File: config.mk
export PLATFORM = sky130hd
export DESIGN_NAME = apb_cmd_master_flat
export DESIGN_NICKNAME = d
export VERILOG_FILES = /design/src/rtl/apb_cmd_master_if.sv /design/src/rtl/apb_cmd_master.sv /design/src/flat_wrapper.sv
export SDC_FILE = /design/constraint.sdc
export NUM_CORES = 1
export LEC_CHECK = 0
export BUFFER_PORTS_ARGS = -buffer_cell sky130_fd_sc_hd__buf_2
export CAP_MARGIN = 20
export CORE_ASPECT_RATIO = 1.75
export CORE_MARGIN = 2
export CORE_UTILIZATION = 47
export CTS_BUF_LIST = sky130_fd_sc_hd__clkbuf_4 sky130_fd_sc_hd__clkbuf_8 sky130_fd_sc_hd__clkbuf_16
export CTS_CLUSTER_SIZE = 24
export DETAILED_ROUTE_END_ITERATION = 7
export PLACE_DENSITY = 0.78
export SLEW_MARGIN = 20
export SYNTH_ARGS = -nofsm -noshare
export SYNTH_HDL_FRONTEND = slang
export SYNTH_SLANG_ARGS = --single-unit
File: constraint.sdc
create_clock -name pclk -period 2.4 [get_ports pclk]
set_clock_uncertainty 0.05 [all_clocks]
set_input_delay 0.36 -clock pclk [delete_from_list [all_inputs] [get_ports pclk]]
set_output_delay 0.36 -clock pclk [all_outputs]
set_load 0.05 [all_outputs]
File: src/rtl/apb_cmd_master_if.sv
// Command/response stream plus APB3 bus bundle for apb_cmd_master.
// The master modport is the initiator's view; the slave modport is everything around it.
interface apb_cmd_master_if #(
    parameter int ADDR_W = 5,
    parameter int DATA_W = 8
);
    logic              cmd_valid;
    logic              cmd_ready;
    logic              cmd_write;
    logic [ADDR_W-1:0] cmd_addr;
    logic [DATA_W-1:0] cmd_wdata;
    logic              rsp_valid;
    logic              rsp_ready;
    logic [DATA_W-1:0] rsp_rdata;
    logic              rsp_err;
    logic              rsp_timeout;
    logic              busy;
    logic              psel;
    logic              penable;
    logic              pwrite;
    logic [ADDR_W-1:0] paddr;
    logic [DATA_W-1:0] pwdata;
    logic [DATA_W-1:0] prdata;
    logic              pready;
    logic              pslverr;

    modport master (
        input  cmd_valid, cmd_write, cmd_addr, cmd_wdata, rsp_ready,
        input  prdata, pready, pslverr,
        output cmd_ready, rsp_valid, rsp_rdata, rsp_err, rsp_timeout, busy,
        output psel, penable, pwrite, paddr, pwdata
    );

    modport slave (
        output cmd_valid, cmd_write, cmd_addr, cmd_wdata, rsp_ready,
        output prdata, pready, pslverr,
        input  cmd_ready, rsp_valid, rsp_rdata, rsp_err, rsp_timeout, busy,
        input  psel, penable, pwrite, paddr, pwdata
    );
endinterface

File: src/rtl/apb_cmd_master.sv
// Single-outstanding APB3 initiator: one command in, one SETUP/ACCESS transfer out,
// one response back; ACCESS is abandoned after TIMEOUT waited cycles (0 = never).
//
//  state  | meaning
//  IDLE   | waiting for a command; cmd_ready high
//  SETUP  | psel high, penable low, one cycle
//  ACCESS | psel and penable high until pready or timeout
//  RESP   | response presented until rsp_ready
module apb_cmd_master #(
    parameter int ADDR_W  = 5,
    parameter int DATA_W  = 8,
    parameter int TIMEOUT = 16
) (
    input  logic                pclk,
    input  logic                presetn,
    apb_cmd_master_if.master    bus
);

    typedef enum logic [1:0] {IDLE, SETUP, ACCESS, RESP} state_t;

    localparam int CNT_W = (TIMEOUT > 0) ? $clog2(TIMEOUT + 1) : 1;
    localparam logic [CNT_W-1:0] CNT_LAST = CNT_W'((TIMEOUT > 0) ? TIMEOUT - 1 : 0);

    state_t             state_q, state_d;
    logic [CNT_W-1:0]   cnt_q, cnt_d;
    logic               psel_q, psel_d;
    logic               penable_q, penable_d;
    logic               pwrite_q, pwrite_d;
    logic [ADDR_W-1:0]  paddr_q, paddr_d;
    logic [DATA_W-1:0]  pwdata_q, pwdata_d;
    logic               rsp_valid_q, rsp_valid_d;
    logic [DATA_W-1:0]  rsp_rdata_q, rsp_rdata_d;
    logic               rsp_err_q, rsp_err_d;
    logic               rsp_timeout_q, rsp_timeout_d;
    logic               expire;

    // pready has priority: expiry only counts on a cycle the slave is still stalling
    assign expire = (TIMEOUT != 0) && (state_q == ACCESS) && !bus.pready && (cnt_q == CNT_LAST);

    always_ff @(posedge pclk or negedge presetn) begin
        if (!presetn) begin
            state_q       <= IDLE;
            cnt_q         <= '0;
            psel_q        <= 1'b0;
            penable_q     <= 1'b0;
            pwrite_q      <= 1'b0;
            paddr_q       <= '0;
            pwdata_q      <= '0;
            rsp_valid_q   <= 1'b0;
            rsp_rdata_q   <= '0;
            rsp_err_q     <= 1'b0;
            rsp_timeout_q <= 1'b0;
        end else begin
            state_q       <= state_d;
            cnt_q         <= cnt_d;
            psel_q        <= psel_d;
            penable_q     <= penable_d;
            pwrite_q      <= pwrite_d;
            paddr_q       <= paddr_d;
            pwdata_q      <= pwdata_d;
            rsp_valid_q   <= rsp_valid_d;
            rsp_rdata_q   <= rsp_rdata_d;
            rsp_err_q     <= rsp_err_d;
            rsp_timeout_q <= rsp_timeout_d;
        end
    end

    always_comb begin
        state_d = state_q;
        case (state_q)
            IDLE:    if (bus.cmd_valid) state_d = SETUP;
            SETUP:   state_d = ACCESS;
            ACCESS:  if (bus.pready || expire) state_d = RESP;
            RESP:    if (bus.rsp_ready) state_d = IDLE;
            default: state_d = IDLE;
        endcase
    end

    // Registered outputs are computed from the next state so they line up with it
    always_comb begin
        cnt_d         = cnt_q;
        pwrite_d      = pwrite_q;
        paddr_d       = paddr_q;
        pwdata_d      = pwdata_q;
        rsp_rdata_d   = rsp_rdata_q;
        rsp_err_d     = rsp_err_q;
        rsp_timeout_d = rsp_timeout_q;
        psel_d        = (state_d == SETUP) || (state_d == ACCESS);
        penable_d     = (state_d == ACCESS);
        rsp_valid_d   = (state_d == RESP);

        case (state_q)
            IDLE: begin
                if (bus.cmd_valid) begin
                    pwrite_d = bus.cmd_write;
                    paddr_d  = bus.cmd_addr;
                    pwdata_d = bus.cmd_wdata;
                end
            end
            ACCESS: begin
                if (bus.pready) begin
                    rsp_rdata_d   = pwrite_q ? '0 : bus.prdata;
                    rsp_err_d     = bus.pslverr;
                    rsp_timeout_d = 1'b0;
                    cnt_d         = '0;
                end else if (expire) begin
                    rsp_rdata_d   = '0;
                    rsp_err_d     = 1'b1;
                    rsp_timeout_d = 1'b1;
                    cnt_d         = '0;
                end else begin
                    cnt_d = cnt_q + 1'b1;
                end
            end
            default: ;
        endcase
    end

    assign bus.cmd_ready   = (state_q == IDLE);
    assign bus.busy        = (state_q != IDLE);
    assign bus.psel        = psel_q;
    assign bus.penable     = penable_q;
    assign bus.pwrite      = pwrite_q;
    assign bus.paddr       = paddr_q;
    assign bus.pwdata      = pwdata_q;
    assign bus.rsp_valid   = rsp_valid_q;
    assign bus.rsp_rdata   = rsp_rdata_q;
    assign bus.rsp_err     = rsp_err_q;
    assign bus.rsp_timeout = rsp_timeout_q;

endmodule

File: src/flat_wrapper.sv
// flat-port wrapper written by rule: the top's interface ports become plain ports
module apb_cmd_master_flat 
#(
    parameter int ADDR_W  = 5,
    parameter int DATA_W  = 8,
    parameter int TIMEOUT = 16
)
  (pclk, presetn, bus_cmd_valid, bus_cmd_write, bus_cmd_addr, bus_cmd_wdata, bus_rsp_ready, bus_prdata, bus_pready, bus_pslverr, bus_cmd_ready, bus_rsp_valid, bus_rsp_rdata, bus_rsp_err, bus_rsp_timeout, bus_busy, bus_psel, bus_penable, bus_pwrite, bus_paddr, bus_pwdata);
  apb_cmd_master_if #(.ADDR_W(ADDR_W), .DATA_W(DATA_W)) bus_i ();
  input  logic pclk;
  input  logic presetn;
  input wire logic [$bits(bus_i.cmd_valid)-1:0] bus_cmd_valid;
  input wire logic [$bits(bus_i.cmd_write)-1:0] bus_cmd_write;
  input wire logic [$bits(bus_i.cmd_addr)-1:0] bus_cmd_addr;
  input wire logic [$bits(bus_i.cmd_wdata)-1:0] bus_cmd_wdata;
  input wire logic [$bits(bus_i.rsp_ready)-1:0] bus_rsp_ready;
  input wire logic [$bits(bus_i.prdata)-1:0] bus_prdata;
  input wire logic [$bits(bus_i.pready)-1:0] bus_pready;
  input wire logic [$bits(bus_i.pslverr)-1:0] bus_pslverr;
  output wire logic [$bits(bus_i.cmd_ready)-1:0] bus_cmd_ready;
  output wire logic [$bits(bus_i.rsp_valid)-1:0] bus_rsp_valid;
  output wire logic [$bits(bus_i.rsp_rdata)-1:0] bus_rsp_rdata;
  output wire logic [$bits(bus_i.rsp_err)-1:0] bus_rsp_err;
  output wire logic [$bits(bus_i.rsp_timeout)-1:0] bus_rsp_timeout;
  output wire logic [$bits(bus_i.busy)-1:0] bus_busy;
  output wire logic [$bits(bus_i.psel)-1:0] bus_psel;
  output wire logic [$bits(bus_i.penable)-1:0] bus_penable;
  output wire logic [$bits(bus_i.pwrite)-1:0] bus_pwrite;
  output wire logic [$bits(bus_i.paddr)-1:0] bus_paddr;
  output wire logic [$bits(bus_i.pwdata)-1:0] bus_pwdata;
  assign bus_i.cmd_valid = bus_cmd_valid;
  assign bus_i.cmd_write = bus_cmd_write;
  assign bus_i.cmd_addr = bus_cmd_addr;
  assign bus_i.cmd_wdata = bus_cmd_wdata;
  assign bus_i.rsp_ready = bus_rsp_ready;
  assign bus_i.prdata = bus_prdata;
  assign bus_i.pready = bus_pready;
  assign bus_i.pslverr = bus_pslverr;
  assign bus_cmd_ready = bus_i.cmd_ready;
  assign bus_rsp_valid = bus_i.rsp_valid;
  assign bus_rsp_rdata = bus_i.rsp_rdata;
  assign bus_rsp_err = bus_i.rsp_err;
  assign bus_rsp_timeout = bus_i.rsp_timeout;
  assign bus_busy = bus_i.busy;
  assign bus_psel = bus_i.psel;
  assign bus_penable = bus_i.penable;
  assign bus_pwrite = bus_i.pwrite;
  assign bus_paddr = bus_i.paddr;
  assign bus_pwdata = bus_i.pwdata;
  apb_cmd_master #(.ADDR_W(ADDR_W), .DATA_W(DATA_W), .TIMEOUT(TIMEOUT)) u_core (.pclk(pclk), .presetn(presetn), .bus(bus_i));
endmodule
==> flow_summary_export.csv, run 1 <==
group,metric,value,unit
run_status,status,"completed",
sta,fin_ws,736,ps
critical_path,r2r_slack,740,ps
clocking,clkSinkCount,34,
placed_design,gp_congestion,0.807,
global_routing,first_global_vias,1031,
synth,synth.distinct_cells,30,
sta,setup_viol,0,
clocking,clk_path_buf_depth,2,
critical_path,end_kind,"register",
sta,max_freq,601,MHz
global_routing,grt_max_degree,35,
global_routing,grt_pass1_wl,4.62,mm
synth,synth_edf_count,0,
floorplanning,die_y,77.1,microns
sta,hold_viol_final,0,
clocking,clkLatencyLatePin,290,ps
finish,fillers,234,
global_routing,antenna_found_initial,0,
finish,syn2layout_area_growth,27.6,%
floorplanning,dieArea,3530,sq um
synth,ys.flop_type,"dfrtp_1",
synth,synth_seq_cells,34,
critical_path,critPathKind,"register to register",
clocking,cts_buffers,5,
critical_path,startpoint_type,"register",
finish,num_antenna_cells,0,
route,first_pass_iters,4,
clocking,clk_pin_slew_worst_paths,70,ps
floorplanning,coreArea,2930,sq um
placed_design,dp_cells,183,
clocking,cts_resized,0,
global_routing,grt_usage,18.1,%
clocking,cts_tree,"done",
min_path,min_path_type,"input port to async pin",
sta,tightest_slew,718,ps
clocking,cts_setup_buffers,0,
placed_design,dpl_cell_area,1720,sq um
route,avgViaCountPerCell,5.41,
job,max-cap-violations,0,
route,dr_total_vias,1034,
placed_design,dpl_worst_slack,751,ps
critical_path,cpMostUsedCell,"ha_1",
global_routing,overflow,0,
synth,synth.avg_cell_area,14.1,sq um
synth,synthArstFlopShare,100,%
finish,fin_area,1830,sq um
clocking,htreeDepth,2,
floorplanning,rows,26,
sta,fin_crit,1660,ps
route,routed_wl,2.88,mm
sta,relSlewSlack,52.2,%
critical_path,required,2580,ps
finish,multi_input_area,531,sq um
sta,rsz0062_at_grt,"no",
synth,synthesis.instances,102,
finish,seqCellArea,851,sq um
finish,drive_above_1_share,50.3,%
floorplanning,fp.dieW,45.8,microns
floorplanning,start_util,49.0,%
critical_path,cp_data_arrival_time,1840,ps
synth,netlist_area,1430,sq um
sta,slew_viol_final,0,
critical_path,cpPeakStageDelay,410,ps
floorplanning,io_pins,57,
sta,finalSetupTns,0,ps
critical_path,cp_cell_sequence,"ha_1, and4b_1, o21ai_1, and3_1, ha_1, inv_1",
sta,timing.final.crit_share,69.3,%
clocking,holdBufCountCts,0,
synth,ys_warn_count,0,
synth,synth_nets,133,
synth,ys_seq_area_share,59.3,%
route,routedWlPerCell,15.1,microns
critical_path,crit_path_max_fanout,5,
finish,fin_nets,193,
critical_path,slowest_stage,"dfrtp_1",
placed_design,portBuffers,56,
placed_design,dpl.hpwl,2.13,mm
clocking,clockRootBuffer,"clkbuf_8",
route,drt_iter0_drc,13,
route,antenna_left,0,
route,drc_errors,0,
finish,instances_no_fill,191,
through the flow:
stage / hold WS [ps] / util [%]
after floorplan: 14.4 / -
after global placement: 398 / 58.6
after detailed placement: 411 / 58.6
after CTS: 97.4 / 62.5
after global routing: 127 / 62.5
final: 73.7 / 62.5
synth_stat cells, types with 2 or more instances:
library cell | count | area share [%]
a21oi_1 | 2 | 0.70
a22o_1 | 8 | 4.9
and3_1 | 2 | 0.87
buf_2 | 2 | 0.70
dfrtp_1 | 34 | 59
ha_1 | 3 | 2.6
inv_1 | 3 | 0.79
mux2_2 | 4 | 3.1
mux2_4 | 10 | 10
nand2_1 | 6 | 1.6
nand2b_1 | 2 | 0.87
nand3_1 | 4 | 1.4
nor2b_1 | 3 | 1.3
o21ai_0 | 2 | 0.70
or4_1 | 2 | 1.0
placed cells by master (no fill, tap or decap), types with 2 or more instances in the layout:
cell type   n
a22o_1      8
nand2b_1    2
or4_1       2
and3_1      2
buf_2      56
mux2_2      4
clkbuf_4    2
mux2_4     10
o21ai_0     2
clkbuf_8    5
ha_1        3
dfrtp_1    34
a21oi_1     2
nand3_1     4
inv_1       3
nand2_1     6
nor2b_1     3
worst max-delay path: cells and delay by family (launching register included):
kind,cells,cell delay (ps)
and+or+nand+nor,2,410
DFF,1,410
AOI/OAI and AO/OA,1,210
buffers and inverters,1,50
adders and majority gates,2,480
logic make-up (layout without fill, tap and decap cells):
group                    count (synthesis)  in the layout  share of synthesized area [%]
flip-flops                              34             34                           59.3
AND/OR/NAND/NOR                         28             28                           12.6
adder cells (fa/ha/maj)                  3              3                           2.62
AO/OA/AOI/OAI                           16             16                           8.20
multiplexers                            14             14                           13.6
buffers and inverters                    7             68                           3.66
per-layer routing:
| layer | GRT usage [%] | up-vias | wire (microns) |
|---|---|---|---|
| met5 | 0 | - | 0 |
| met4 | 8.57 | 0 | 56 |
| met3 | 6.59 | 6 | 259 |
| met2 | 29.0 | 46 | 1420 |
| met1 | 20.5 | 499 | 1140 |
| li1 | - | 483 | - |
flip-flops by register name, summed over array words and instances, names as in the netlist:
name / flops
u_core.bus.pwdata: 8
u_core.bus.rsp_timeout: 1
u_core.bus.rsp_rdata: 8
u_core.bus.rsp_err: 1
u_core.bus.paddr: 5
u_core.state_q: 2
u_core.bus.rsp_valid: 1
u_core.bus.penable: 1
u_core.cnt_q: 5
u_core.bus.psel: 1
u_core.bus.pwrite: 1
final timing paths:
| path | start | cells past startpoint | end |
|---|---|---|---|
| hold / removal | presetn | 1 | u_core.bus.pwdata[6] |
| setup / recovery | u_core.cnt_q[0] | 6 | u_core.bus.psel |
| max in group asynchronous | presetn | 1 | u_core.bus.rsp_rdata[7] |
| hold reg to reg | u_core.bus.paddr[0] | 1 | u_core.bus.paddr[0] |
| setup reg to reg | u_core.cnt_q[0] | 6 | u_core.bus.psel |
| min in group pclk | bus_prdata[3] | 2 | u_core.bus.rsp_rdata[3] |
final cells by class:
| type | instances | area share [%] |
|---|---|---|
| Clock inverter | 1 | 1.64 |
| Tap cell | 28 | 1.92 |
| Inverter | 3 | 0.616 |
| Sequential cell | 34 | 46.5 |
| Multi-Input combinational cell | 61 | 29.0 |
| Timing Repair Buffer | 57 | 15.7 |
| Clock buffer | 7 | 4.58 |
Power of run 1 is left out: the tool's default activity adds up to more than one toggle a clock period on the data nets, which glitch-free logic cannot reach.
==> run 2, diff against run 1 <==
- CORE_UTILIZATION: 47 -> 43
- PLACE_DENSITY: 0.78 -> 0.75
- clock period: 2.4 -> 1.5 ns (I/O delays scaled with it)
==> run 2 against run 1 <==
Net effect: fmax up 5.3%; final cell count is 16% higher; the run now ends with negative setup slack left; flip-flop and latch count stayed put; die area increased by 8.6%; first-iteration DRC count up 46%; critical endpoint is now u_core.cnt_q[0]; critical path depth decreased by 1; non-clock buffer count up 14.
==> flow_summary_export.csv, run 2 (same netlist as run 1, synthesis figures left out) <==
group,metric,value,unit
global_routing,grt_usage,17.9,%
finish,seqCellArea,852,sq um
route,antenna_left,0,
global_routing,antenna_found_initial,0,
route,drc_errors,0,
finish,layout_commonest_cell,"buf_2",
global_routing,first_global_vias,1160,
finish,multi_input_area,607,sq um
floorplanning,io_pins,57,
critical_path,startpoint_type,"register",
critical_path,cp_cell_sequence,"ha_2, and4b_1, buf_4, or4_4, nand2_2",
clocking,clkLatencyLatePin,280,ps
route,wl_met1,1.21,mm
placed_design,dpl.hpwl,2.41,mm
sta,fin_crit,1580,ps
sta,setup_viol,3,
clocking,cts_tree,"done",
clocking,clk_path_buf_depth,2,
sta,hold_viol_final,0,
critical_path,r2r-start,"u_core.cnt_q[0]",
clocking,clkSinkCount,34,
sta,relSlewSlack,50.7,%
sta,slew_viol_final,0,
finish,layout_common_cells,"buf_2 (55), dfrtp_1 (33), buf_4 (14)",
min_path,whs_endpoint,"u_core.bus.rsp_rdata[6]",
min_path,min_path_type,"input port to register",
critical_path,r2r_cells,5,
finish,fillers,264,
run_status,violations,"negative setup slack",
placed_design,gp_congestion,0.785,
floorplanning,dieArea,3830,sq um
critical_path,slowest_stage,"or4_4",
clocking,clockRootBuffer,"clkbuf_8",
route,avgViaCountPerCell,5.09,
route,dr_total_vias,1124,
critical_path,r2r_slack,-80,ps
critical_path,critPathKind,"register to register",
global_routing,grt_pass1_wl,4.84,mm
min_path,min_path_cells,2,
min_path,holdCritStartpoint,"bus_prdata[6]",
route,drt_iter0_drc,19,
finish,drive_above_1_share,60.7,%
route,routedWlPerCell,15.2,microns
critical_path,end_kind,"register",
route,first_pass_iters,4,
route,wl_met2,1.89,mm
critical_path,crit_path_max_fanout,2,
clocking,htreeDepth,2,
global_routing,overflow,0,
placed_design,dp_cells,207,
sta,rsz0062_at_grt,"yes",
placed_design,portBuffers,56,
global_routing,grt_max_degree,35,
sta,max_freq,633,MHz
critical_path,cp_data_arrival_time,1760,ps
job,max-cap-violations,0,
critical_path,cpPeakStageDelay,470,ps
finish,syn2layout_area_growth,41.9,%
finish,fin_nets,208,
clocking,clk_pin_slew_worst_paths,70,ps
clocking,cts_buffers,5,
critical_path,r2r_end,"u_core.cnt_q[0]",
run_status,status,"complete, but fails checks",
floorplanning,die_y,80.4,microns
floorplanning,rows,27,
route,route.met3.wl,214,microns
finish,instances_no_fill,221,
route,top_layer_used,"met4",
floorplanning,fp.dieW,47.7,microns
finish,num_antenna_cells,0,
floorplanning,coreArea,3180,sq um
sta,timing.final.crit_share,105,%
route,routed_wl,3.36,mm
sta,tightest_slew,740,ps
sta,fin_ws,-79.4,ps
floorplanning,start_util,45.2,%
critical_path,required,1680,ps
==> run 2: cell types whose count changed in the layout (fill, tap and decap cells not counted), moves of 2 or more <==
cell	change
buf_4	+13
clkbuf_4	-2
clkinv_2	+2
ha_1	-3
ha_4	+2
==> run 2: worst max-delay path: cells and delay by family (launching register included) <==
family / cells / cell delay, ps
and+or+nand+nor: 3 / 720
DFF: 1 / 400
adders and majority gates: 1 / 200
buffers and inverters: 1 / 140
==> run 2: worst max path at each step <==
stage                     slack [ps]                   end  cells past startpoint               from
after floorplan                 -160   u_core.bus.paddr[1]                      5  u_core.state_q[0]
final                            -80       u_core.cnt_q[0]                      5    u_core.cnt_q[0]
after detailed placement         -60  u_core.bus.rsp_valid                      6    u_core.cnt_q[0]
after global routing            -120       u_core.cnt_q[0]                      5    u_core.cnt_q[0]
after global placement           -20       u_core.bus.psel                      6    u_core.cnt_q[1]
after CTS                        -60       u_core.cnt_q[0]                      5    u_core.cnt_q[0]
==> run 2: routing by layer <==
| layer | vias up | global-route usage (%) |
|---|---|---|
| met3 | 6 | 6.29 |
| met4 | 0 | 7.30 |
| met5 | - | 0 |
| met2 | 51 | 32.6 |
| met1 | 553 | 16.8 |
| li1 | 514 | - |
==> run 2: through the flow <==
step | setup slack, ps | hold slack, ps | util (%) | instance area [sq um] | setup TNS [ps]
after floorplan | -160 | -121 | - | 1470 | -1930
after global placement | -19.2 | 259 | 57.8 | 1830 | -20.1
after detailed placement | -58.3 | 281 | 57.8 | 1830 | -137
after CTS | -55.2 | 110 | 62.1 | 1970 | -55.2
after global routing | -125 | 104 | 64.1 | 2030 | -331
final | -79.4 | 112 | 64.1 | 2030 | -162
==> run 2: final cells by class <==
class | instances | share of cell area [%]
Sequential cell | 34 | 41.9
Multi-Input combinational cell | 62 | 29.8
Timing Repair Buffer | 71 | 19.7
Clock buffer | 5 | 3.38
Tap cell | 43 | 2.64
Clock inverter | 3 | 1.97
Inverter | 3 | 0.554
==> run 2: what timing repair did <==
action / 4_1_cts / 5_1_grt
hold buffers: 1 / 0
pin swaps: 1 / 5
cloned: 0 / 1
resized for setup: 1 / 12
setup endpoints to repair: 3 / 17
buffers inserted: 2 / 2
hold endpoints to repair: 34 / 0
Power of run 2 is left out for the same reason.
